### src/rtl/box_fifo.sv
// Single-clock FIFO with first-word-fall-through head, sticky overflow flag,
// selectable full-push policy and a registered random-access dump port.
module box_fifo #(
    parameter int DW        = 8,
    parameter int LGFLEN    = 5,
    parameter int OVERWRITE = 0
) (
    input  logic              i_clk,
    input  logic              i_rst,
    input  logic              i_wr,
    input  logic [DW-1:0]     i_data,
    input  logic              i_rd,
    output logic [DW-1:0]     o_data,
    output logic              o_empty_n,
    output logic              o_full,
    output logic [LGFLEN:0]   o_fill,
    output logic              o_overflow,
    input  logic              i_clr_ovf,
    input  logic [LGFLEN-1:0] i_dmp_pos,
    output logic [DW-1:0]     o_dmp_data,
    output logic              o_dmp_valid
);

    localparam int              D         = 1 << LGFLEN;
    localparam logic [LGFLEN:0] FILL_MAX  = (LGFLEN+1)'(D);
    localparam logic [LGFLEN:0] FILL_ZERO = {(LGFLEN+1){1'b0}};
    localparam logic [LGFLEN:0] FILL_ONE  = (LGFLEN+1)'(1);
    localparam logic [LGFLEN-1:0] PTR_ZERO = {LGFLEN{1'b0}};
    localparam logic [LGFLEN-1:0] PTR_ONE  = LGFLEN'(1);
    localparam logic            OVR_EN    = (OVERWRITE != 0);

    logic [DW-1:0]     r_mem [D];
    logic [LGFLEN-1:0] r_wp;
    logic [LGFLEN-1:0] r_rp;
    logic [LGFLEN:0]   r_fill;
    logic              r_overflow;
    logic [DW-1:0]     r_dmp_data;
    logic              r_dmp_valid;

    logic              w_full;
    logic              w_empty;
    logic              w_pop;
    logic              w_push;
    logic              w_ovf_evt;
    logic              w_rp_adv;
    logic [LGFLEN:0]   w_fill_nxt;
    logic              w_dmp_hit;
    logic [LGFLEN-1:0] w_dmp_addr;

    // Accept/advance decisions and next fill, all from pre-edge state.
    always_comb begin
        w_full     = (r_fill == FILL_MAX);
        w_empty    = (r_fill == FILL_ZERO);
        w_pop      = i_rd && !w_empty;
        // Only a lone push into a full FIFO is an overflow; push+pop at full is a clean swap.
        w_ovf_evt  = i_wr && w_full && !i_rd;
        w_push     = i_wr && (!w_full || i_rd || OVR_EN);
        w_rp_adv   = w_pop || (w_ovf_evt && OVR_EN);
        w_dmp_hit  = ({1'b0, i_dmp_pos} < r_fill);
        w_dmp_addr = r_rp + i_dmp_pos;
        if (w_push && !w_pop && !w_ovf_evt) begin
            w_fill_nxt = r_fill + FILL_ONE;
        end else if (w_pop && !w_push) begin
            w_fill_nxt = r_fill - FILL_ONE;
        end else begin
            w_fill_nxt = r_fill;
        end
    end

    // Storage array; contents survive reset, only the pointers are cleared.
    always_ff @(posedge i_clk) begin
        if (!i_rst && w_push) begin
            r_mem[r_wp] <= i_data;
        end
    end

    // Pointers, occupancy and sticky overflow (set beats clear).
    always_ff @(posedge i_clk) begin
        if (i_rst) begin
            r_wp       <= PTR_ZERO;
            r_rp       <= PTR_ZERO;
            r_fill     <= FILL_ZERO;
            r_overflow <= 1'b0;
        end else begin
            if (w_push) begin
                r_wp <= r_wp + PTR_ONE;
            end
            if (w_rp_adv) begin
                r_rp <= r_rp + PTR_ONE;
            end
            r_fill <= w_fill_nxt;
            if (w_ovf_evt) begin
                r_overflow <= 1'b1;
            end else if (i_clr_ovf) begin
                r_overflow <= 1'b0;
            end
        end
    end

    // Dump port: one-cycle look at the word i_dmp_pos entries behind the head.
    always_ff @(posedge i_clk) begin
        if (i_rst) begin
            r_dmp_data  <= {DW{1'b0}};
            r_dmp_valid <= 1'b0;
        end else begin
            r_dmp_data  <= w_dmp_hit ? r_mem[w_dmp_addr] : {DW{1'b0}};
            r_dmp_valid <= w_dmp_hit;
        end
    end

    assign o_data      = r_mem[r_rp];
    assign o_empty_n   = !w_empty;
    assign o_full      = w_full;
    assign o_fill      = r_fill;
    assign o_overflow  = r_overflow;
    assign o_dmp_data  = r_dmp_data;
    assign o_dmp_valid = r_dmp_valid;

endmodule

### config.mk
export PLATFORM = sky130hd
export DESIGN_NAME = box_fifo
export DESIGN_NICKNAME = d
export VERILOG_FILES = /design/src/rtl/box_fifo.sv
export SDC_FILE = /design/constraint.sdc
export NUM_CORES = 1
export LEC_CHECK = 0
export CELL_PAD_IN_SITES_DETAIL_PLACEMENT = 0
export CELL_PAD_IN_SITES_GLOBAL_PLACEMENT = 1
export CORE_MARGIN = 3
export CORE_UTILIZATION = 54
export DETAILED_ROUTE_END_ITERATION = 6
export PLACE_DENSITY = 0.91
export SLEW_MARGIN = 25
export SYNTH_ARGS = -nofsm -noshare
export SYNTH_HDL_FRONTEND = slang
export SYNTH_SLANG_ARGS = --single-unit
export TNS_END_PERCENT = 100
### constraint.sdc
create_clock -name i_clk -period 3.6 [get_ports i_clk]
set_input_delay 0.9 -clock i_clk [delete_from_list [all_inputs] [get_ports i_clk]]
set_output_delay 0.9 -clock i_clk [all_outputs]
set_load 0.05 [all_outputs]
=== After elaboration in Yosys (flattened, before gate mapping) ===
Memories as Yosys holds them, arrays and structs flattened. A register that Yosys moved wholly into a read port is not among the register bits.
Cells that the tools add are included.

* Logic and storage cells: 42
* Memories kept: 1
* RAM bits: 256
* Bits in latches: 0
* Output and inout port bits: 26
* Register bits after elaboration: 18
* Memory bits (read-only): 0
* Input bits: 18

{| class="wikitable"
|+ Memories
! name !! depth !! width !! rd ports !! clocked after Yosys merged registers in !! write ports !! RTL line !! RTL
|-
| r_mem || 32 || 8 || 2 || 2 || 1 || 32 || <nowiki>logic [DW-1:0] r_mem [D];</nowiki>
|}

* Multiplexer cells: 8
* Multiply operators: 0
* Bitwise gates (word level): 1
* Add/subtract/negate cells: 5
* Reductions and logical operators: 20
* Shift operators: 0
* Divide/modulo/power cells: 0
* Equality and inequality tests: 1
* $lt $le $gt $ge: 1

{| class="wikitable"
|+ Operators by type and width
! cell !! count
|-
| 6-bit two-way mux || 2
|-
| 5-bit by 1-bit adder with 5-bit output (second input constant) || 2
|-
| 5-bit two-way mux || 2
|-
| 1-bit logical AND || 8
|-
| 1-bit logical NOT || 7
|-
| 6-bit by 1-bit adder with 6-bit output (second input constant) || 1
|-
| 6-bit == test (second input constant) || 1
|-
| 6-bit logical NOT || 1
|-
| 5-bit by 6-bit < comparator with 1-bit output || 1
|-
| 6-bit by 1-bit subtractor with 6-bit output (second input constant) || 1
|-
| 5-bit adder || 1
|-
| 1-bit two-way mux || 4
|-
| 2-bit nonzero test || 2
|-
| 2-bit OR reduction || 1
|-
| 1-bit logical OR || 1
|-
| 1-bit inverter || 1
|}

=== Longest topological paths before layout ===
Gate-level depths: netlist (run 1).

* Depth in word-level cells: 8
* Mapped depth: 11
* Gate-level depth less buffers: 10

=== Worst setup path after synthesis (run 1) ===
Ideal clock, no wire load.

* Path type: register to output
* Start point: register r_fill[1] (netlist: o_fill[1])
* End point: output port o_full
* Data arrival time: 2.333 ns
* Setup slack: 0.367 ns
* Cell stages (with the launch flop): 4
* Data required time: 2.700 ns
* Path buffers: 1
* Path through: dfxtp_1 > or4_1 > buf_2 > nor3_1

* Word-level cells in the longest chain between the ends: 1

{| class="wikitable"
|+ RTL lines
! what !! RTL line !! RTL
|-
| start, declared || 35 || <nowiki>logic [LGFLEN:0] r_fill;</nowiki>
|-
| start signal, assigned || 91 || <nowiki>r_fill <= w_fill_nxt;</nowiki>
|-
| 6-bit == test || 52 || <nowiki>w_full = (r_fill == FILL_MAX);</nowiki>
|-
| end, declared || 15 || <nowiki>output logic o_full,</nowiki>
|}

No other way between the ends.

==> results of run 1 <==
==> worst paths after layout <==
| check | from | to | slack (ns) | depth (start not counted) |
|---|---|---|---|---|
| worst max-delay path | register | o_data[5] | -0.11 | 6 |
| worst min-delay path | o_overflow | o_overflow | 0.47 | 2 |
| worst max register to register | o_fill[1] | o_fill[5] | 0.21 | 10 |
| worst min register to register | o_overflow | o_overflow | 0.47 | 2 |
==> power by group <==
part / internal, µW / switching (µW) / total [µW]
Clock: 1750 / 1220 / 2970
Combinational: 2550 / 2590 / 5140
Sequential: 3730 / 135 / 3860
Total: 8020 / 3950 / 12000
==> synthesized netlist by cell type (all sizes together), types with 2 or more instances <==
library cell  instances
dfxtp                31
mux2                 16
nand2b                5
and2                  8
fa                    2
clkbuf               24
o32ai                 8
nor2                 52
or3b                  2
mux4                144
a211oi               10
edfxtp              256
a21o                  6
nand3                 2
xor2                  8
nor3                  3
inv                   8
and3                  8
or3                   2
a21oi                10
xnor2                 9
nand3b                4
nand2                32
ha                   17
buf                  24
nand4                 5
mux2i                20
o211ai                3
==> flip-flops by register name (all words and copies together), names as in the netlist, named ones only <==
signal / count
o_overflow: 1
r_wp: 5
o_dmp_data: 8
o_fill: 6
o_dmp_valid: 1
r_mem: 256
r_rp: 5
==> per-stage QoR <==
step	hold WS (ns)	total power, µW	TNS (ns)	utilization (%)
5_1_grt	0.499	12400	-0.969	65.7
3_5_place_dp	0.470	8630	-0.0746	60.8
4_1_cts	0.478	11900	-0.642	65.7
2_1_floorplan	0.478	7080	0	-
6_report	0.474	12000	-0.707	65.7
3_3_place_gp	0.457	8500	-0.0738	60.8
==> cells by family after synthesis <==
kind of cell / Yosys count / synth area share, %
xor gates and xnor gates: 17 / 1.10
DFF: 287 / 61.4
and+or+nand+nor: 126 / 4.31
muxes: 180 / 26.8
AOI/OAI and AO/OA: 45 / 2.65
adders and majority gates: 19 / 1.87
buffers and inverters: 56 / 1.88
==> per-layer routing <==
metal	share of wire [%]	GRT usage [%]	vias to the layer above
met5	0	0	-
met4	3.2	7.88	0
met3	11	5.37	84
met2	50	46.9	600
met1	35	38.4	4175
li1	-	-	3256
==> final cells by class <==
cell class | instances | area (µm²) | area share, %
sequential | 287 | 8310 | 51.7
multi-input combinational | 387 | 5020 | 31.3
timing repair buffer | 127 | 1390 | 8.62
clock buffer | 35 | 748 | 4.65
tap | 324 | 405 | 2.52
clock inverter | 16 | 171 | 1.07
inverter | 8 | 30.0 | 0.187
==> placed cells by master, fill, tap and decap left out, types with 7 or more instances in the layout <==
cell             instances
mux2_2                  10
ha_1                    16
dfxtp_1                 29
clkdlybuf4s50_1         33
nand2_1                 32
xnor2_1                  7
xor2_1                   8
edfxtp_1               256
clkinv_1                 7
nor2_1                  52
a211oi_1                 9
mux2i_1                 20
and3_1                   8
o32ai_1                  8
and2_1                   8
clkbuf_16               29
mux4_2                 144
buf_12                  14
buf_6                    8
buf_4                   60
inv_1                    8
a21oi_1                 10
==> repair_timing <==
item                                    CTS  global route
buffers inserted                          8             0
gates cloned                              4             0
resized for setup                        31             0
endpoints found under the setup margin   10             8
hold buffers                              0             0
==> worst reg2reg max path, delay by kind of cell, from the launching register on <==
kind            cells  cell delay (ns)
simple gates        6             1.88
compound gates      3             0.70
fa+ha+maj           1             0.36
flops               1             0.38
==> flow_metrics.env, run 1 <==
export IMPL_numPortBuffers=43
export IMPL_slew_headroom_pct=34.6
export IMPL_hold_violations=0
export IMPL_status="finished with violations"
export IMPL_p_leak_uw=0.00532
export IMPL_die_area_mm2=0.0270
export IMPL_cts_buffers=28
export IMPL_power_density_mw_per_mm2=745
export IMPL_first_pass_iters=5
export IMPL_ys_ff_latch=287
export IMPL_io_pins=44
export IMPL_path_clk_slew_ns=0.06
export IMPL_grt_pass1_vias=8326
export IMPL_layout_drive_gt1_share_pct=35.2
export IMPL_tightest_slew_ns=0.977
export IMPL_crit_chain="buf_12 -> buf_16 -> mux4_2 -> mux4_2 -> mux2_4 -> buf_6"
export IMPL_grt_usage_pct=28.1
export IMPL_place_area_mm2=0.0149
export IMPL_slowest_delay_ns=0.56
export IMPL_final_cells=1184
export IMPL_cp_buffers_inverters=3
export IMPL_grt_max_degree=65
export IMPL_worstPathArrival_ns=2.81
export IMPL_worstSetupEndpointType="output pin"
export IMPL_synth_warnings=0
export IMPL_skew_ns=0.00891
export IMPL_area_growth_syn_to_layout_pct=18.8
export IMPL_fp_dieW_um=164
export IMPL_cts_sinks=287
export IMPL_vias=8115
export IMPL_final_area_mm2=0.0161
export IMPL_die_y_um=164
export IMPL_synthTopCellsByArea="edfxtp_1, mux4_2, dfxtp_1"
export IMPL_clk_path_buf_depth=3
export IMPL_synth_cells=730
export IMPL_yosys_area_top_type_share_pct=56.8
export IMPL_synth_edf_count=256
export IMPL_slew_viol_final=0
export IMPL_routed_wl_um=36800
export IMPL_wire_per_inst_um=31.1
export IMPL_cts_tree="built"
export IMPL_max_freq_mhz=270
export IMPL_initial_core_util_pct=55.3
export IMPL_ys_async_sr_fraction_pct=0
export IMPL_antennaDiodeCount=0
export IMPL_drt_iter0_markers=1144
export IMPL_violations="setup timing"
export IMPL_path_max_fanout=6
export IMPL_seq_area_frac_synth_pct=61.4
export IMPL_synthesis_area_mm2=0.0135
export IMPL_crit_required_ns=2.70
export IMPL_antenna_found_initial=0
export IMPL_hpwlAfterDp_um=22800
export IMPL_finalCritPeriodShare_pct=103
export IMPL_min_path_type="register to register"
export IMPL_grt_overflow_total=0
export IMPL_crit_type="register to output pin"
export IMPL_pre_cts_slack_ns=-0.0554
export IMPL_nFillCells=1502
export IMPL_grt_pass1_wl_um=54900
export IMPL_cp_slowest_cell="mux4_2"
export IMPL_drc=0
export IMPL_ir_drop_mv=0.353
export IMPL_fin_crit_ns=3.71
export IMPL_worst_slack_ns=-0.107
export IMPL_clockRootBuffer="clkbuf_16"
export IMPL_rsz0062_at_grt="yes"
export IMPL_startpoint_type="register"
export IMPL_ys_types=43
export IMPL_clock_latency_ns=0.54
export IMPL_layout_nets=876
export IMPL_synth_flop_cell="edfxtp_1"
export IMPL_crit_family="multiplexers"
export IMPL_syn_area_per_cell_um2=18.5
export IMPL_viasPerCell=6.85
export IMPL_synth_fp_nets=767
export IMPL_antenna_left=0
export IMPL_htreeDepth=1
export IMPL_std_cell_rows=57
export IMPL_setup_viol_count_final=8
export IMPL_placed_cells=1121
export IMPL_netlist_top_cell_by_area="edfxtp_1"
export IMPL_core_area_mm2=0.0245
export IMPL_place_gp_congestion=0.901
export IMPL_maxCapViolCount=0
export IMPL_critPathMostFrequentCell="mux4_2"
Note: power is estimated with default switching activity, not from simulation.
==> inputs of run 2 (changes only) <==
--- a/config.mk
+++ b/config.mk
@@ -10,7 +10,7 @@
 export CORE_MARGIN = 3
 export CORE_UTILIZATION = 54
 export DETAILED_ROUTE_END_ITERATION = 6
-export PLACE_DENSITY = 0.91
+export PLACE_DENSITY_LB_ADDON = 0.1
 export SLEW_MARGIN = 25
 export SYNTH_ARGS = -nofsm -noshare
 export SYNTH_HDL_FRONTEND = slang
==> flow_metrics.env, run 2 (synthesis gave the netlist of run 1 again) <==
export IMPL_layout_commonest_cell="edfxtp_1"
export IMPL_clockRootBuffer="clkbuf_16"
export IMPL_cp_slowest_cell="mux4_2"
export IMPL_layout_nets=882
export IMPL_grt_pass1_wl_um=52700
export IMPL_cts_tree="built"
export IMPL_cts_sinks=287
export IMPL_drc=0
export IMPL_rsz0062_at_grt="yes"
export IMPL_initial_core_util_pct=55.3
export IMPL_clk_path_buf_depth=3
export IMPL_maxCapViolCount=0
export IMPL_routed_wl_um=35400
export IMPL_pre_cts_slack_ns=-0.100
export IMPL_area_growth_syn_to_layout_pct=19.9
export IMPL_wire_per_inst_um=29.7
export IMPL_htreeDepth=1
export IMPL_grt_overflow_total=0
export IMPL_path_max_fanout=8
export IMPL_worstHoldStart="o_overflow"
export IMPL_grt_usage_pct=27.2
export IMPL_hold_violations=0
export IMPL_violations="setup timing"
export IMPL_numPortBuffers=43
export IMPL_place_gp_congestion=0.842
export IMPL_fp_dieW_um=164
export IMPL_fin_crit_ns=3.73
export IMPL_p_leak_uw=0.00539
export IMPL_skew_ns=0.00760
export IMPL_layout_common_cells="edfxtp_1, mux4_2, buf_4"
export IMPL_placed_cells=1122
export IMPL_r2r_start="o_fill[1]"
export IMPL_final_cells=1193
export IMPL_std_cell_rows=57
export IMPL_regMostFlops="r_mem"
export IMPL_ir_drop_mv=0.419
export IMPL_antenna_found_initial=0
export IMPL_largest_register_ffs=256
export IMPL_slowest_delay_ns=0.55
export IMPL_cts_buffers=30
export IMPL_first_pass_iters=5
export IMPL_crit_type="register to output pin"
export IMPL_min_path_type="register to register"
export IMPL_path_clk_slew_ns=0.06
export IMPL_tightest_slew_ns=1.07
export IMPL_power_density_mw_per_mm2=750
export IMPL_worst_slack_ns=-0.127
export IMPL_worstSetupEndpointType="output pin"
export IMPL_io_pins=44
export IMPL_drt_iter0_markers=981
export IMPL_crit_required_ns=2.70
export IMPL_antenna_left=0
export IMPL_finalCritPeriodShare_pct=104
export IMPL_die_y_um=164
export IMPL_core_area_mm2=0.0245
export IMPL_clock_latency_ns=0.55
export IMPL_status="finished with violations"
export IMPL_max_freq_mhz=268
export IMPL_worstPathArrival_ns=2.83
export IMPL_slew_viol_final=0
export IMPL_grt_pass1_vias=7957
export IMPL_setup_viol_count_final=8
export IMPL_slew_headroom_pct=28.6
export IMPL_grt_max_degree=65
export IMPL_die_area_mm2=0.0270
export IMPL_critPathMostFrequentCell="mux4_2"
export IMPL_vias=7816
export IMPL_viasPerCell=6.55
export IMPL_layout_drive_gt1_share_pct=36.8
export IMPL_crit_chain="buf_12 -> buf_16 -> mux4_2 -> mux4_2 -> mux2_2 -> buf_6"
export IMPL_antennaDiodeCount=0
export IMPL_startpoint_type="register"
export IMPL_hpwlAfterDp_um=22900
==> run 2: cell count changes in the layout (fill, tap and decap cells not counted), sizes merged <==
cell and delta:
bufbuf -1, clkinv +1, clkinvlp +1, buf +5
clkbuf +3
==> run 2: power by group <==
part / switching (µW) / internal [µW] / total (µW)
logic: 2540 / 2530 / 5070
registers: 147 / 3730 / 3880
clock network: 1290 / 1920 / 3210
total: 3980 / 8190 / 12200
==> run 2: routing by layer <==
layer	global-route usage (%)	share of wire [%]
met2	42.6	48
met5	0	0
met4	5.31	1.6
met3	6.99	10
met1	39.7	40
==> run 2: worst paths after layout <==
check	endpoint	slack, ns	depth (start not counted)
worst max-delay path	o_data[5]	-0.13	6
worst min-delay path	o_overflow	0.48	2
worst max register to register	o_fill[5]	0.39	9
worst min register to register	o_overflow	0.48	2
==> run 2: area by class of cell <==
class,instances,area (µm²)
multi-input combinational,387,5020
timing repair buffer,131,1400
fill,1619,8250
clock inverter,18,216
clock buffer,38,831
inverter,8,30.0
sequential,287,8310
tap,324,405
==> run 2: per-stage QoR <==
step / total power [µW] / instance area [µm²] / utilization [%] / setup TNS, ns / hold WS (ns)
4_1_cts: 12200 / 16200 / 66.3 / -1.24 / 0.478
6_report: 12200 / 16200 / 66.3 / -0.882 / 0.477
3_3_place_gp: 8550 / 14900 / 60.7 / -0.134 / 0.457
3_5_place_dp: 8610 / 14900 / 60.7 / -0.174 / 0.461
5_1_grt: 12600 / 16200 / 66.3 / -1.21 / 0.491
2_1_floorplan: 7080 / 13500 / - / 0 / 0.478
==> run 2: timing repair <==
action | 4_1_cts | 5_1_grt
hold buffers | 0 | 0
resized for setup | 25 | 3
endpoints found under the hold margin | 0 | 0
buffers inserted | 9 | 2
endpoints found under the setup margin | 10 | 9
cloned | 5 | 0
==> run 2: worst max-delay path, delay by kind of cell, from the launching register on <==
family / cells / cell delay, ns
mux: 3 / 1.40
buf+inv: 3 / 0.47
flops: 1 / 0.40
==> inputs of run 3 (changes only) <==
--- a/config.mk
+++ b/config.mk
@@ -10,6 +10,7 @@
 export CORE_MARGIN = 3
 export CORE_UTILIZATION = 54
 export DETAILED_ROUTE_END_ITERATION = 6
+export HOLD_SLACK_MARGIN = 0.15
 export PLACE_DENSITY_LB_ADDON = 0.1
 export SLEW_MARGIN = 25
 export SYNTH_ARGS = -nofsm -noshare
==> constraint.sdc (replaced) <==
create_clock -name i_clk -period 3.6 [get_ports i_clk]
set_input_delay 0.72 -clock i_clk [delete_from_list [all_inputs] [get_ports i_clk]]
set_output_delay 0.72 -clock i_clk [all_outputs]
set_load 0.05 [all_outputs]
==> flow_metrics.env, run 3 (synthesis gave the netlist of run 1 again) <==
export IMPL_status="completed"
export IMPL_grt_overflow_total=0
export IMPL_worstPathArrival_ns=2.82
export IMPL_switching_share_pct=33.0
export IMPL_fp_dieW_um=164
export IMPL_finalCritPeriodShare_pct=98.3
export IMPL_grt_max_degree=65
export IMPL_cts_buffers=30
export IMPL_slew_headroom_pct=45.5
export IMPL_tightest_slew_ns=0.817
export IMPL_reg2reg_slack_ns=0.48
export IMPL_largest_register_ffs=256
export IMPL_p_leak_uw=0.00517
export IMPL_utilization_pct=64.6
export IMPL_worstSetupEndpointType="output pin"
export IMPL_fin_crit_ns=3.54
export IMPL_viasPerCell=6.45
export IMPL_clockRootBuffer="clkbuf_16"
export IMPL_setup_tns_ns=0
export IMPL_setup_viol_count_final=0
export IMPL_post_cts_buffers=0
export IMPL_std_cell_rows=57
export IMPL_grt_pass1_wl_um=50500
export IMPL_clock_latency_ns=0.57
export IMPL_first_pass_iters=5
export IMPL_grt_pass1_vias=7813
export IMPL_numPortBuffers=43
export IMPL_slew_viol_final=0
export IMPL_combPwrFrac_pct=40.5
export IMPL_drt_iter0_markers=761
export IMPL_hpwlAfterDp_um=22300
export IMPL_hold_buffers=0
export IMPL_die_area_mm2=0.0270
export IMPL_path_max_fanout=23
export IMPL_die_y_um=164
export IMPL_antenna_found_initial=0
export IMPL_layout_nets=862
export IMPL_routed_wl_um=33600
export IMPL_layout_common_cells="edfxtp_1, mux4_2, buf_4"
export IMPL_htreeDepth=1
export IMPL_skew_ns=0.0221
export IMPL_p_sw_uw=3810
export IMPL_nFillCells=1681
export IMPL_drc=0
export IMPL_power_density_mw_per_mm2=731
export IMPL_area_growth_syn_to_layout_pct=16.7
export IMPL_p_seq_share_pct=33.5
export IMPL_layout_drive_gt1_share_pct=34.3
export IMPL_antenna_left=0
export IMPL_clk_path_buf_depth=3
export IMPL_path_clk_slew_ns=0.06
export IMPL_min_path_type="register to register"
export IMPL_initial_core_util_pct=55.3
export IMPL_regMostFlops="r_mem"
export IMPL_hold_violations=0
export IMPL_ir_drop_mv=0.412
export IMPL_io_pins=44
export IMPL_rsz0062_at_grt="yes"
export IMPL_cts_sinks=287
export IMPL_crit_required_ns=2.88
export IMPL_grt_usage_pct=25.9
export IMPL_place_gp_congestion=0.877
export IMPL_clkPwrFrac_pct=26.0
export IMPL_crit_type="register to output pin"
export IMPL_maxCapViolCount=0
export IMPL_wire_per_inst_um=28.6
export IMPL_layout_commonest_cell="edfxtp_1"
export IMPL_vias=7561
export IMPL_antennaDiodeCount=0
export IMPL_max_freq_mhz=283
export IMPL_core_area_mm2=0.0245
export IMPL_cts_tree="built"
export IMPL_power_internal_uw=7740
export IMPL_startpoint_type="register"
[run 3: through the flow]
stage / setup WS, ns / total power [µW] / std cells / hold WS (ns) / instance area (µm²)
finish: 0.0618 / 11600 / 1172 / 0.481 / 15800
CTS: 0.00641 / 11600 / 1172 / 0.497 / 15800
detailed placement: 0.102 / 8600 / 1117 / 0.485 / 14800
global placement: 0.0871 / 8550 / 1117 / 0.459 / 14800
floorplan: 0.446 / 7080 / 730 / 0.478 / 13500
global route: -0.00562 / 12000 / 1172 / 0.515 / 15800
[run 3: final cells by class]
type / count / area [µm²] / share of cell area [%]
sequential: 287 / 8310 / 52.6
multi-input combinational: 387 / 5000 / 31.7
timing repair buffer: 111 / 1080 / 6.87
clock buffer: 42 / 836 / 5.29
tap: 324 / 405 / 2.57
clock inverter: 13 / 124 / 0.784
inverter: 8 / 30.0 / 0.190
[run 3: worst paths after layout]
| path | endpoint | startpoint | depth (start not counted) |
|---|---|---|---|
| setup / recovery | o_data[4] | register | 5 |
| hold reg to reg | o_overflow | o_overflow | 2 |
| hold / removal | o_overflow | o_overflow | 2 |
| setup reg to reg | o_fill[5] | o_fill[1] | 9 |
[run 3: layer usage]
layer | global-route usage [%] | part of all wire [%] | vias to the layer above | routed length (µm)
met2 | 39.2 | 46 | 345 | 15600
met4 | 7.30 | 2.8 | 0 | 926
met3 | 5.85 | 10 | 59 | 3400
met1 | 38.3 | 41 | 3932 | 13700
met5 | 0 | 0 | - | 0
li1 | - | - | 3225 | -
[run 3: repair_timing]
| action | CTS | global route |
|---|---|---|
| gates resized for setup | 1 | 6 |
| setup endpoints to repair | 1 | 6 |
| hold endpoints to repair | 0 | 0 |
| pin swaps | 0 | 0 |
[run 3: power by group through the flow]
stage / logic (µW) / clock network, µW / registers, µW
finish: 4670 / 3010 / 3870
detailed placement: 4660 / 0 / 3940
floorplan: 3000 / 0 / 4080
CTS: 4690 / 3040 / 3870
global route: 4960 / 3190 / 3880
global placement: 4620 / 0 / 3930
[run 3: critical path, stage by stage (launching register included)]
cell,delay [ns]
dfxtp_4,0.39
buf_12,0.23
mux4_2,0.58
mux4_2,0.54
mux2_2,0.31
buf_4,0.20
==> variant (settings of run 1) <==
Register the output `o_overflow` once more, without a reset; this adds one clock of latency there. The other outputs are not delayed to match.
--- a/src/rtl/box_fifo.sv
+++ b/src/rtl/box_fifo.sv
@@ -112,7 +112,9 @@
     assign o_empty_n   = !w_empty;
     assign o_full      = w_full;
     assign o_fill      = r_fill;
-    assign o_overflow  = r_overflow;
+    always_ff @(posedge i_clk) begin
+        o_overflow <= r_overflow;
+    end
     assign o_dmp_data  = r_dmp_data;
     assign o_dmp_valid = r_dmp_valid;
 
Formal check against the unedited RTL: no difference found for any inputs over 4 cycles, from zero or initial values and one cycle with i_rst high; that may be too few to reach the edited logic, so the function may still have changed.
==> variant against run 1 <==
The run still ends with setup timing left; fmax fell by 0.25%; non-clock buffer count fell by 10; sequential cell count rose by 1; combinational power fell by 3%; total power fell by 1.6%; wire length fell by 5.3%; worst setup slack got worse by 0.0091 ns; sequential power barely moved; count of clock-buffer cells in the layout rose by 1; area after synthesis rose by 0.15%; cell area fell by 0.74%; critical path type unchanged; highest routed layer is now met5.
==> variant: results (changes against run 1) <==
\begin{tabular}{lr}
\hline
Metric & Value \\
\hline
\multicolumn{2}{l}{\textbf{Finish}} \\
\quad Fin nets & 868 (-0.91\%) \\
\quad Ratio of cells with drive above 1 in the final layout & 0.348 (-0.00455) \\
\multicolumn{2}{l}{\textbf{Routing}} \\
\quad Detail Route met2 WL & 17200 um (-6.8\%) \\
\quad Vias after detailed routing & 8049 (-0.81\%) \\
\quad Routed length on met3 & 3970 um (-3.4\%) \\
\quad Highest Signal Layer & met5 \\
\quad Iteration-0 DRC count of the detailed router & 1196 (+4.5\%) \\
\quad Wire per inst & 29.6 um (-4.9\%) \\
\multicolumn{2}{l}{\textbf{Outcome}} \\
\quad Violations in the final reports & setup timing \\
\quad Status & finished, violations left \\
\multicolumn{2}{l}{\textbf{Logic synthesis}} \\
\quad Xor and xnor area share after synthesis & 0.0110 (-0.0000163) \\
\quad Sequential share of the synthesized area & 0.615 (about the same) \\
\quad Synth Net Count & 768 (+0.13\%) \\
\quad Fraction of the mapped netlist area in adder cells & 0.0187 (-0.0000276) \\
\quad Average cell area after synthesis & 18.5 um2 (about the same) \\
\multicolumn{2}{l}{\textbf{STA}} \\
\quad Post-layout worst setup margin & -0.117 ns (-0.00910 ns) \\
\quad Setup-violating endpoint count in the final report & 8 (unchanged) \\
\quad Worst Hold Margin & 0.353 ns (-0.121 ns) \\
\quad Total negative setup slack & -0.778 ns (-0.0713 ns) \\
\multicolumn{2}{l}{\textbf{Worst setup path}} \\
\quad Peak fanout along the critical path & 9 (+3) \\
\quad Setup slack on the worst flop-to-flop path & 0.38 ns (+0.17 ns) \\
\multicolumn{2}{l}{\textbf{Pwr}} \\
\quad IR drop worst, VDD & 0.381 mV (+8.0\%) \\
\multicolumn{2}{l}{\textbf{Global routing}} \\
\quad Initial antenna violation count & 1 (+1) \\
\quad Wire length of the first global-routing pass & 51900 um (-5.5\%) \\
\quad Met1 track demand over resource & 0.361 (-0.0230) \\
\multicolumn{2}{l}{\textbf{Place}} \\
\quad Placer congestion estimate & 0.925 (+2.7\%) \\
\quad Total half-perimeter wirelength after legalization and detailed placement & 22300 um (-2.2\%) \\
\quad DP Cell Count & 1116 (-0.45\%) \\
\quad Placed Instance Area & 14800 um2 (-0.76\%) \\
\multicolumn{2}{l}{\textbf{Hold path}} \\
\quad Launch instance of the worst min-delay path & r\_overflow \\
\quad Cells on Worst Hold Path & 0 (-2) \\
\quad Worst min-delay path endpoint & o\_overflow \\
\multicolumn{2}{l}{\textbf{Clocking}} \\
\quad Number of buffers added by the clock tree synthesis step & 29 (+3.6\%) \\
\quad Insertion delay of the later-clocked pin in the worst-skew pair & 0.57 ns (+0.03 ns) \\
\hline
\end{tabular}
## variant: cell types whose count changed after synthesis, sizes merged
cell | before | now
dfxtp | 31 | 32
## variant: repair_timing
action                                  CTS  global route
gates resized for setup                  26             1
buffers inserted                          2             1
endpoints found under the setup margin   10             8
hold buffers                              0             0
cloned                                    4             2
## variant: area by class of cell
class / instances / area, um2
multi-input combinational: 387 / 5030
tap: 324 / 405
inverter: 8 / 30.0
fill: 1548 / 8500
clock buffer: 36 / 762
sequential: 288 / 8330
clock inverter: 18 / 161
timing repair buffer: 117 / 1240
## variant: cells by family (layout without fill, tap and decap cells)
logic type,count (synthesis),in the layout
AOI/OAI and AO/OA,45,45
DFF,288,288
xor gates and xnor gates,17,17
buffers and inverters,56,179
and+or+nand+nor,126,126
adders and majority gates,19,19
muxes,180,180
## variant: where the power goes
part	internal, mW	leakage, nW	switching [mW]	total, mW
sequential	3.74	2.57	0.127	3.87
clock	1.66	0.451	1.26	2.92
combinational	2.45	2.22	2.54	4.99
